`config.mk`:
```
export PLATFORM = sky130hd
export DESIGN_NAME = ripple_count_ctrl_flat
export DESIGN_NICKNAME = d
export VERILOG_FILES = /design/src/rtl/ripple_count_ctrl_if.sv /design/src/rtl/ripple_count_ctrl.sv /design/src/flat_wrapper.sv
export SDC_FILE = /design/constraint.sdc
export NUM_CORES = 1
export LEC_CHECK = 0
export ABC_CLOCK_PERIOD_IN_PS = 3800
export BUFFER_PORTS_ARGS = -buffer_cell sky130_fd_sc_hd__buf_2
export CORE_UTILIZATION = 54
export CTS_CLUSTER_DIAMETER = 80
export CTS_CLUSTER_SIZE = 24
export DETAILED_ROUTE_END_ITERATION = 10
export PLACE_DENSITY = 0.81
export SYNTH_ARGS = -nofsm -noshare
export SYNTH_HDL_FRONTEND = slang
export SYNTH_SLANG_ARGS = --single-unit
```
`constraint.sdc`:
```
create_clock -name clock -period 3.8 [get_ports clock]
set_clock_uncertainty 0.1 [all_clocks]
set_input_delay 0.38 -clock clock [delete_from_list [all_inputs] [get_ports clock]]
set_output_delay 0.38 -clock clock [all_outputs]
set_load 0.01 [all_outputs]
```
`src/rtl/ripple_count_ctrl_if.sv`:
```
// Command handshake bundle for ripple_count_ctrl: host drives valid/op/target, controller
// returns ready.
interface ripple_count_ctrl_if #(
    parameter int unsigned WIDTH = 4
);
    logic             cmd_valid;
    logic             cmd_ready;
    logic [1:0]       cmd_op;
    logic [WIDTH-1:0] cmd_target;

    modport master (
        output cmd_valid,
        output cmd_op,
        output cmd_target,
        input  cmd_ready
    );

    modport slave (
        input  cmd_valid,
        input  cmd_op,
        input  cmd_target,
        output cmd_ready
    );
endinterface

```
`src/rtl/ripple_count_ctrl.sv`:
```
// Sequencer for a T-flip-flop ripple counter: clear, tick, settle, sample until target.
// Optional shadow-count cross-check enabled by defining RIPPLE_CTRL_CHECK_EN.
module ripple_count_ctrl #(
    parameter int unsigned WIDTH      = 4,
    parameter int unsigned SETTLE_CYC = 2,
    parameter int unsigned CLR_CYC    = 1
) (
    input  logic              clock,
    input  logic              clear_n,
    ripple_count_ctrl_if.slave cmd,
    input  logic              abort,
    output logic              cnt_clear,
    output logic              cnt_tick,
    input  logic [WIDTH-1:0]  cnt_q,
    output logic              busy,
    output logic              done,
    output logic              err
);

    localparam int unsigned CycMax = (SETTLE_CYC > CLR_CYC) ? SETTLE_CYC : CLR_CYC;
    localparam int unsigned CycW   = (CycMax > 1) ? $clog2(CycMax) : 1;

    localparam logic [1:0] OpStart = 2'b01;
    localparam logic [1:0] OpClear = 2'b10;

    typedef enum logic [2:0] {
        StIdle,
        StClr,
        StWait,
        StTick,
        StDone,
        StError
    } state_e;

    state_e           state_q;
    logic [CycW-1:0]  cyc_q;
    logic [WIDTH-1:0] target_q;
    logic             is_start_q;
    logic             accept;

    assign cmd.cmd_ready = clear_n &&
                           (state_q == StIdle || state_q == StDone || state_q == StError);
    assign accept = cmd.cmd_valid && cmd.cmd_ready;

`ifdef RIPPLE_CTRL_CHECK_EN
    logic [WIDTH-1:0] shadow_q;
    logic             err_q;
    assign err = err_q;
`else
    assign err = 1'b0;
`endif

    always_ff @(posedge clock) begin
        if (!clear_n) begin
            state_q    <= StIdle;
            cyc_q      <= '0;
            target_q   <= '0;
            is_start_q <= 1'b0;
            cnt_clear  <= 1'b0;
            cnt_tick   <= 1'b0;
            busy       <= 1'b0;
            done       <= 1'b0;
`ifdef RIPPLE_CTRL_CHECK_EN
            shadow_q   <= '0;
            err_q      <= 1'b0;
`endif
        end else begin
            // Tick is a single-cycle pulse; only the WAIT->TICK transition raises it.
            cnt_tick <= 1'b0;
            unique case (state_q)
                StIdle, StDone, StError: begin
                    if (accept) begin
                        done <= 1'b0;
`ifdef RIPPLE_CTRL_CHECK_EN
                        err_q <= 1'b0;
`endif
                        if (cmd.cmd_op == OpStart || cmd.cmd_op == OpClear) begin
                            is_start_q <= (cmd.cmd_op == OpStart);
                            if (cmd.cmd_op == OpStart) begin
                                target_q <= cmd.cmd_target;
                            end
                            state_q   <= StClr;
                            cyc_q     <= CycW'(CLR_CYC - 1);
                            cnt_clear <= 1'b1;
                            busy      <= 1'b1;
                        end else begin
                            state_q <= StIdle;
                        end
                    end
                end
                StClr: begin
`ifdef RIPPLE_CTRL_CHECK_EN
                    shadow_q <= '0;
`endif
                    if (abort) begin
                        state_q   <= StIdle;
                        cnt_clear <= 1'b0;
                        busy      <= 1'b0;
                        done      <= 1'b0;
                    end else if (cyc_q == '0) begin
                        cnt_clear <= 1'b0;
                        if (is_start_q) begin
                            state_q <= StWait;
                            cyc_q   <= CycW'(SETTLE_CYC - 1);
                        end else begin
                            state_q <= StIdle;
                            busy    <= 1'b0;
                        end
                    end else begin
                        cyc_q <= cyc_q - CycW'(1);
                    end
                end
                StWait: begin
                    if (abort) begin
                        state_q <= StIdle;
                        busy    <= 1'b0;
                        done    <= 1'b0;
                    end else if (cyc_q != '0) begin
                        cyc_q <= cyc_q - CycW'(1);
`ifdef RIPPLE_CTRL_CHECK_EN
                    end else if (cnt_q != shadow_q) begin
                        state_q <= StError;
                        err_q   <= 1'b1;
                        busy    <= 1'b0;
`endif
                    end else if (cnt_q == target_q) begin
                        state_q <= StDone;
                        done    <= 1'b1;
                        busy    <= 1'b0;
                    end else begin
                        state_q  <= StTick;
                        cnt_tick <= 1'b1;
                    end
                end
                StTick: begin
                    if (abort) begin
                        state_q <= StIdle;
                        busy    <= 1'b0;
                        done    <= 1'b0;
                    end else begin
                        state_q <= StWait;
                        cyc_q   <= CycW'(SETTLE_CYC - 1);
`ifdef RIPPLE_CTRL_CHECK_EN
                        shadow_q <= shadow_q + WIDTH'(1);
`endif
                    end
                end
                default: begin
                    state_q   <= StIdle;
                    cnt_clear <= 1'b0;
                    busy      <= 1'b0;
                    done      <= 1'b0;
                end
            endcase
        end
    end

endmodule
```
`src/flat_wrapper.sv`:
```
// flat-port wrapper written by rule: the top's interface ports become plain ports
module ripple_count_ctrl_flat 
#(
    parameter int unsigned WIDTH      = 4,
    parameter int unsigned SETTLE_CYC = 2,
    parameter int unsigned CLR_CYC    = 1
)
  (clock, clear_n, abort, cnt_clear, cnt_tick, cnt_q, busy, done, err, cmd_cmd_valid, cmd_cmd_op, cmd_cmd_target, cmd_cmd_ready);
  ripple_count_ctrl_if #(.WIDTH(WIDTH)) cmd_i ();
  input  logic clock;
  input  logic clear_n;
  input  logic abort;
  output logic cnt_clear;
  output logic cnt_tick;
  input  logic [WIDTH-1:0] cnt_q;
  output logic busy;
  output logic done;
  output logic err;
  input wire logic [$bits(cmd_i.cmd_valid)-1:0] cmd_cmd_valid;
  input wire logic [$bits(cmd_i.cmd_op)-1:0] cmd_cmd_op;
  input wire logic [$bits(cmd_i.cmd_target)-1:0] cmd_cmd_target;
  output wire logic [$bits(cmd_i.cmd_ready)-1:0] cmd_cmd_ready;
  assign cmd_i.cmd_valid = cmd_cmd_valid;
  assign cmd_i.cmd_op = cmd_cmd_op;
  assign cmd_i.cmd_target = cmd_cmd_target;
  assign cmd_cmd_ready = cmd_i.cmd_ready;
  ripple_count_ctrl #(.WIDTH(WIDTH), .SETTLE_CYC(SETTLE_CYC), .CLR_CYC(CLR_CYC)) u_core (.clock(clock), .clear_n(clear_n), .cmd(cmd_i), .abort(abort), .cnt_clear(cnt_clear), .cnt_tick(cnt_tick), .cnt_q(cnt_q), .busy(busy), .done(done), .err(err));
endmodule
```
=== Word level (Yosys, flattened, before mapping) ===
Cells that the tools add are included.

* Bits in registers: 13
* Latch bits: 0
* Bits in writable memories: 0
* ROM bits: 0
* Output and inout port bits: 6
* Logic and storage cells: 87
* Memories kept: 0

* Add/subtract/negate cells: 1
* Multipliers: 0
* Div/mod/pow operators: 0
* Order comparisons: 0
* Equality and inequality tests: 19
* Shift operators: 0
* Muxes and demuxes: 38
* Bitwise gates (word level): 3
* Reductions and logical operators: 18

{| class="wikitable"
|+ Operators by type and width
! kind !! count
|-
| $mux W1 || 25
|-
| $mux W3 || 6
|-
| $pmux W3 S4 || 1
|-
| $reduce_and A4 Y1 || 3
|-
| $ne A3 B3 Y1 const B || 3
|-
| $ne A2 B2 Y1 const B || 4
|-
| $pmux W1 S4 || 2
|-
| $reduce_and A7 Y1 || 1
|-
| $eq A3 B2 Y1 const B || 2
|-
| $eq A3 B3 Y1 const B || 2
|-
| $ne A2 B1 Y1 const B || 3
|-
| $pmux W1 S3 || 2
|-
| $reduce_and A3 Y1 || 2
|-
| $reduce_and A6 Y1 || 1
|-
| $eq A4 B4 Y1 || 1
|-
| $mux W2 || 2
|-
| $reduce_bool A4 Y1 || 1
|-
| $reduce_or A2 Y1 || 2
|-
| $reduce_or A4 Y1 || 1
|-
| $eq A3 B1 Y1 const B || 1
|-
| $logic_not A3 Y1 || 1
|-
| $logic_or A1 B1 Y1 || 3
|-
| $ne A3 B2 Y1 const B || 1
|-
| $not A1 Y1 || 3
|-
| 5 further kinds || 6
|}

=== Logic depth before layout (Yosys ltp) ===
Gate-level depths: netlist of the first run.

* Depth after elaboration: 7
* Gate-level depth with buffers: 6

=== Worst setup path before layout of the first run ===
OpenSTA, ideal clock, no wires.

* Path type: input to register
* Start: input port cmd_cmd_op[1]
* End: register u_core.is_start_q
* Library setup time: 115 ps
* Data arrival time: 1451 ps
* Required time: 3585 ps
* Setup slack: 2134 ps
* Stages: 5
* Cell sequence: inv_1 -> ha_1 -> or4_4 -> a21oi_1 -> nor2b_1

* Word-level cells in the longest chain between the ends: 3

{| class="wikitable"
|+ RTL lines
! what !! RTL line !! RTL
|-
| start, declared || flat_wrapper.sv:20 || <nowiki>input wire logic [$bits(cmd_i.cmd_op)-1:0] cmd_cmd_op;</nowiki>
|-
| $eq A2 B1 Y1 or $eq A2 B2 Y1 (tied branches) || ripple_count_ctrl.sv:77, ripple_count_ctrl.sv:78 ||
|-
| $logic_or A1 B1 Y1 || ripple_count_ctrl.sv:77 || <nowiki>if (cmd.cmd_op == OpStart || cmd.cmd_op == OpClear) begin</nowiki>
|-
| $reduce_and A3 Y1 (no source line) || -- ||
|-
| end signal, assigned || ripple_count_ctrl.sv:78 || <nowiki>is_start_q <= (cmd.cmd_op == OpStart);</nowiki>
|-
| end, declared || ripple_count_ctrl.sv:38 || <nowiki>logic is_start_q;</nowiki>
|}

Several ways; a longest one is shown, not always the timed one.
A chain may end at the register's enable or synchronous reset.

=== Worst setup path after layout of the first run ===
* Start: register u_core.state_q[0]
* End: output port cmd_cmd_ready

* Word-level cells in the longest chain between the ends: 4

{| class="wikitable"
|+ RTL lines
! what !! RTL line !! RTL
|-
| start, declared || ripple_count_ctrl.sv:35 || <nowiki>state_e state_q;</nowiki>
|-
| start signal, assigned || ripple_count_ctrl.sv:55 || <nowiki>state_q <= StIdle;</nowiki>
|-
| start signal, assigned || ripple_count_ctrl.sv:82 || <nowiki>state_q <= StClr;</nowiki>
|-
| start signal, assigned || ripple_count_ctrl.sv:87 || <nowiki>state_q <= StIdle;</nowiki>
|-
| $eq A3 B3 Y1 or $logic_not A3 Y1 (tied branches) || ripple_count_ctrl.sv:42 || <nowiki>(state_q == StIdle || state_q == StDone || state_q == StError);</nowiki>
|-
| $logic_or A1 B1 Y1 || ripple_count_ctrl.sv:42 ||
|-
| $logic_or A1 B1 Y1 (*) || ripple_count_ctrl.sv:42 ||
|-
| $logic_and A1 B1 Y1 (*) || ripple_count_ctrl.sv:41 || <nowiki>assign cmd.cmd_ready = clear_n &&</nowiki>
|-
| end, declared || flat_wrapper.sv:22 || <nowiki>output wire logic [$bits(cmd_i.cmd_ready)-1:0] cmd_cmd_ready;</nowiki>
|}

Mark *: on every way between the ends. The rest lies on a longest branch, timed or not.

==> flow_summary.yaml, run 1 <==
synth:
  ys_ff_latch: 13
  async_flop_share_pct: 0
  ys_warn_count: 0
  syn-cell-area_um2: 783
  synth_largest_area_cell: "dfxtp_1"
  seq_area_frac_synth_pct: 33.2
  yosys.area.top_type_share_pct: 33.2
  syn_avg_cell_area_um2: 8.70
  netlist-cell-type-count: 37
  synth.most_common_cell: "dfxtp_1"
  ys_top_cells_by_area: "dfxtp_1 (33%), xnor2_1 (5.6%), mux2i_1 (5.1%), nor2b_1 (4.0%), a21oi_1 (3.8%)"
  syn_nets: 105
  synth_edf_count: 0
  yosys-top-cells-count: "dfxtp_1 (13), nand2_1 (7), a21oi_1 (6), o21ai_0 (6)"
  syn_inst: 90
  synth_ff_type: "dfxtp_1"
critical_path:
  r2r_slack_ns: 2.11
  crit_chain: "nor2b_4 > nor3b_1 > buf_2"
  cp_slowest_cell: "dfxtp_1"
  r2r_end: "u_core.cnt_tick"
  worst_ep_arrival_time_ns: 1.39
  startpoint_type: "flop"
  max_stage_delay_ns: 0.52
  worst_setup_path_end_kind: "output port"
  r2r_cells: 3
  r2r_start: "u_core.state_q[1]"
  crit_fanout: 10
  worst-setup-path-type: "reg -> out"
  cp_data_required_time_ns: 3.32
power:
  report.power.total_uw: 272
  combPwrFrac_pct: 17.1
  power_density_nw_per_um2: 312
  p_sw_uw: 70.8
  swShare_pct: 26.0
  clkPwrFrac_pct: 30.0
  ir_drop_uv: 262
  p_leak_uw: 0.000327
  pwr-share-seq_pct: 52.9
  p_int_uw: 202
sta:
  slew_violations: 0
  fmax_mhz: 534
  tns_ns: 0
  hold_slack_ns: 0.267
  finalCritPeriodShare_pct: 49.3
  worstMarginPinSlew_ns: 0.695
  slew_headroom_pct: 53.6
  rsz0062_at_grt: "false"
  min_period_ns: 1.87
  hold_viol_final: 0
  setup_viol: 0
floorplan:
  floorplan.initialDensity_pct: 59.4
  die_h_um: 40.1
  ios: 20
  design.die.area_um2: 1610
  die_w_um: 40.1
  coreArea_um2: 1320
  row_count: 13
min_path:
  whs_endpoint: "u_core.target_q[0]"
  min_from: "cmd_cmd_target[0]"
  worstHoldPathType: "in -> reg"
  min_path_cells: 3
cells_and_area:
  fin_util_pct: 66.3
  fin_nets: 121
  layout-drive-gt1-share_pct: 28.6
  num-fill-cells: 114
  antenna_cells: 0
  area_delta_synth_final_pct: 11.5
  regArea_um2: 260
  multi_input_area_um2: 465
clock_network:
  clock_path_buffers: 2
  cts_setup_buffers: 0
  root_buffer: "clkbuf_4"
  cts_resized: 0
  clock_latency_ns: 0.27
  numCtsBuffers: 3
  clkTransAtPathRegs_ns: 0.07
  cts_sinks: 13
  htree_levels: 1
  cts_tree: "yes"
  cts_hold_buf: 0
drt:
  wl_per_cell_um: 12.3
  drc: 0
  drtPass1Iterations: 4
  detail-route-antenna-nets: 0
  wl_mm: 1.48
  drt_iter0_drc: 16
  vias: 680
  via_per_inst: 5.67
global_route:
  grt.total_usage_pct: 21.6
  gr-total-overflow: 0
  grt_pass1_wl_mm: 2.31
  grt_max_degree: 23
  grt_pass1_vias: 556
  antenna_found_initial: 0
placed_design:
  gp_congestion: 0.789
  numPortBuffers: 18
  dpl.hpwl_mm: 1.13
job:
  drv_cap: 0
status:
  status: "finished, final reports clean"
==> worst max-delay path: cells and delay by family, from the launching register on <==
family,cells,cell delay [ns]
buffers and inverters,1,0.17
flip-flops,1,0.52
AND/OR/NAND/NOR,2,0.43
==> worst max path at each step <==
stage / slack [ns] / depth (start not counted) / endpoint / start
floorplan: 2.13 / 5 / u_core.is_start_q / cmd_cmd_op[1]
global placement: 1.97 / 5 / u_core.is_start_q / cmd_cmd_op[0]
detailed placement: 1.97 / 5 / u_core.is_start_q / cmd_cmd_op[0]
CTS: 1.92 / 3 / cmd_cmd_ready / u_core.state_q[0]
global route: 1.83 / 3 / cmd_cmd_ready / u_core.state_q[0]
finish: 1.93 / 3 / cmd_cmd_ready / u_core.state_q[0]
==> registers in the layout (all words and copies together) (netlist names) <==
signal,flops
u_core.cnt_clear,1
u_core.cnt_tick,1
u_core.busy,1
u_core.target_q,4
u_core.cyc_q,1
u_core.state_q,3
u_core.is_start_q,1
u_core.done,1
==> through the flow <==
stage | instance area, um^2 | worst slack, ns | cells
6_report | 873 | 1.93 | 120
5_1_grt | 873 | 1.83 | 120
4_1_cts | 873 | 1.92 | 120
3_5_place_dp | 846 | 1.97 | 116
3_3_place_gp | 846 | 1.97 | 116
2_1_floorplan | 783 | 2.13 | 90
==> layout make-up <==
class / instances / share of cell area (%)
Multi-Input combinational cell: 67 / 53.3
Sequential cell: 13 / 29.8
Timing Repair Buffer: 18 / 10.3
Clock buffer: 3 / 2.58
Tap cell: 15 / 2.15
Inverter: 3 / 1.29
Clock inverter: 1 / 0.573
==> layout by cell type, fill, tap and decap left out, drive strengths merged, types with 2 or more instances in the layout <==
cell and count:
nand2 7, nor2 5, nor2b 6, dfxtp 13
clkbuf 3, o32ai 2, inv 3, nor3b 3
nor4 2, nand3 2, a31oi 3, o21ai 6
mux2i 4, buf 18, a21oi 6, xnor2 5
==> power groups by stage <==
stage	Sequential (uW)	Clock [uW]	Combinational, uW
3_5_place_dp	147	0	46.5
4_1_cts	144	85.1	46.8
6_report	144	81.6	46.6
5_1_grt	145	91.1	51.5
3_3_place_gp	147	0	45.9
2_1_floorplan	145	0	37.6
==> metal layers <==
| layer | track usage, % | vias up | part of all wire [%] |
|---|---|---|---|
| li1 | - | 353 | - |
| met1 | 29.2 | 314 | 48 |
| met2 | 31.5 | 11 | 47 |
| met3 | 8.33 | 2 | 3.8 |
| met4 | 6.03 | 0 | 0.68 |
| met5 | 0 | - | 0 |
==> cells by family after synthesis <==
group / synth area share (%)
and+or+nand+nor: 27.5
muxes: 5.11
DFF: 33.2
buffers and inverters: 7.35
other: 0.479
xor gates and xnor gates: 5.59
adders and majority gates: 1.60
AOI/OAI and AO/OA: 19.2
No activity file was read; power rests on OpenSTA's default activity.
==> inputs of run 2 (changes only) <==
--- a/config.mk
+++ b/config.mk
@@ -5,13 +5,13 @@
 export SDC_FILE = /design/constraint.sdc
 export NUM_CORES = 1
 export LEC_CHECK = 0
-export ABC_CLOCK_PERIOD_IN_PS = 3800
+export ABC_CLOCK_PERIOD_IN_PS = 1900
 export BUFFER_PORTS_ARGS = -buffer_cell sky130_fd_sc_hd__buf_2
-export CORE_UTILIZATION = 54
+export CORE_UTILIZATION = 50
 export CTS_CLUSTER_DIAMETER = 80
 export CTS_CLUSTER_SIZE = 24
 export DETAILED_ROUTE_END_ITERATION = 10
-export PLACE_DENSITY = 0.81
+export PLACE_DENSITY = 0.76
 export SYNTH_ARGS = -nofsm -noshare
 export SYNTH_HDL_FRONTEND = slang
 export SYNTH_SLANG_ARGS = --single-unit
==> constraint.sdc (replaced) <==
create_clock -name clock -period 1.9 [get_ports clock]
set_clock_uncertainty 0.1 [all_clocks]
set_input_delay 0.19 -clock clock [delete_from_list [all_inputs] [get_ports clock]]
set_output_delay 0.19 -clock clock [all_outputs]
set_load 0.01 [all_outputs]
==> run 2 against run 1 <==
Against the previous run:
- critical path depth did not move
- core utilization decreased by 2.1 points
- sequential share of layout area down 0.46 points
- highest routed layer is now met3
- clock-buffer cell count rose by 1
- critical endpoint unchanged
- global-route usage down 3.7 points
- combinational power rose by 120%
- non-clock buffer count is 2 higher
- register-to-register slack lost 1.8 ns
- first-iteration DRC count is 63% higher
- wire length increased by 2.3%
==> flow_summary.yaml, run 2 (synthesis gave the netlist of run 1 again) <==
global_route:
  grt_pass1_wl_mm: 2.44
  grt_pass1_vias: 576
  grt.total_usage_pct: 17.9
  antenna_found_initial: 0
  gr-total-overflow: 0
  grt_max_degree: 19
critical_path:
  cp_data_required_time_ns: 1.61
  crit_fanout: 18
  startpoint_type: "flop"
  worst-setup-path-type: "reg -> out"
  worst_ep_arrival_time_ns: 1.39
  worst_setup_path_end_kind: "output port"
sta:
  fmax_mhz: 596
  hold_viol_final: 0
  slew_violations: 0
  min_period_ns: 1.68
  slew_headroom_pct: 61.0
  hold_slack_ns: 0.0798
  fin_ws_ns: 0.221
  tns_ns: 0
  finalCritPeriodShare_pct: 88.4
  setup_viol: 0
  rsz0062_at_grt: "false"
  worstMarginPinSlew_ns: 0.585
clock_network:
  cts_sinks: 13
  cts_resized: 0
  root_buffer: "clkbuf_4"
  numCtsBuffers: 3
  clock_path_buffers: 2
  cts_hold_buf: 0
  cts_tree: "yes"
  clkTransAtPathRegs_ns: 0.07
  htree_levels: 1
  cts_setup_buffers: 0
  clock_latency_ns: 0.27
drt:
  wl_per_cell_um: 12.4
  wl_mm: 1.52
  detail-route-antenna-nets: 0
  drtPass1Iterations: 4
  via_per_inst: 5.70
  drt_iter0_drc: 26
  drc: 0
  vias: 695
job:
  drv_cap: 0
floorplan:
  floorplan.initialDensity_pct: 56.7
  die_h_um: 41.6
  coreArea_um2: 1380
  design.die.area_um2: 1730
  die_w_um: 41.6
  ios: 20
  row_count: 13
cells_and_area:
  top_register: "u_core.target_q"
  fin_nets: 123
  final_cell_mix: "buf_2 (18), dfxtp_1 (13), nand2_1 (7), o21ai_0 (6), a21oi_1 (6)"
  final_common_cell: "buf_2"
  num-fill-cells: 111
  reg_top3: "u_core.target_q: 4 flops, u_core.state_q: 3 flops"
  antenna_cells: 0
  largest_reg_flops: 4
  area_delta_synth_final_pct: 13.3
  layout-drive-gt1-share_pct: 29.0
status:
  status: "finished, final reports clean"
power:
  power_density_nw_per_um2: 618
  report.power.total_uw: 548
  ir_drop_uv: 468
  p_leak_uw: 0.000335
placed_design:
  gp_congestion: 0.834
  numPortBuffers: 18
  place_ws_ns: 0.243
  dpl.hpwl_mm: 1.17
min_path:
  worstHoldPathType: "in -> reg"
## run 2: cell types whose count changed in the layout (fill, tap and decap cells not counted), sizes merged
cell / change
clkinv: -1
buf: +2
clkbuf: +1
## run 2: critical path, stage by stage, from the launching register on
cell     delay (ns)
dfxtp_1        0.69
buf_4          0.24
nor3b_1        0.05
buf_2          0.14
## run 2: where the power goes
group / leakage [uW] / internal [uW] / total, uW / switching [uW]
sequential: 0.000105 / 279 / 283 / 3.84
combinational: 0.000215 / 48.5 / 102 / 53.2
clock: 0.0000150 / 81.3 / 163 / 81.9
total: 0.000335 / 409 / 548 / 139
## run 2: final cells by class
class / count / area (um^2) / share of cell area [%]
flip-flops and latches: 13 / 260 / 29.3
repair buffers: 20 / 105 / 11.8
inverters: 3 / 11.3 / 1.27
multi-input cells: 67 / 465 / 52.5
clock buffers: 4 / 26.3 / 2.96
well taps: 15 / 18.8 / 2.12
## run 2: per-layer routing
metal | vias to the layer above | part of all wire (%) | GRT usage [%] | wire length [um]
met4 | 0 | 0 | 3.87 | 0
met3 | 0 | 6.1 | 7.83 | 92
met1 | 310 | 44 | 21.4 | 670
li1 | 359 | - | - | -
met2 | 26 | 50 | 29.7 | 752
met5 | - | 0 | 0 | 0
## run 2: stage by stage
stage	utilization (%)	instances	cell area, um^2
after global routing	64.2	122	887
after floorplan	-	90	783
after detailed placement	62.3	118	861
final	64.2	122	887
after global placement	62.3	118	861
after CTS	64.2	122	887
## run 2: final timing paths
| path | start | to | slack [ns] | depth (start not counted) |
|---|---|---|---|---|
| setup / recovery | u_core.state_q[1] | cmd_cmd_ready | 0.22 | 3 |
| hold / removal | cmd_cmd_target[0] | u_core.target_q[0] | 0.08 | 3 |
| setup reg to reg | u_core.state_q[1] | u_core.cnt_tick | 0.31 | 3 |
| hold reg to reg | u_core.cnt_clear | u_core.cnt_clear | 0.37 | 2 |
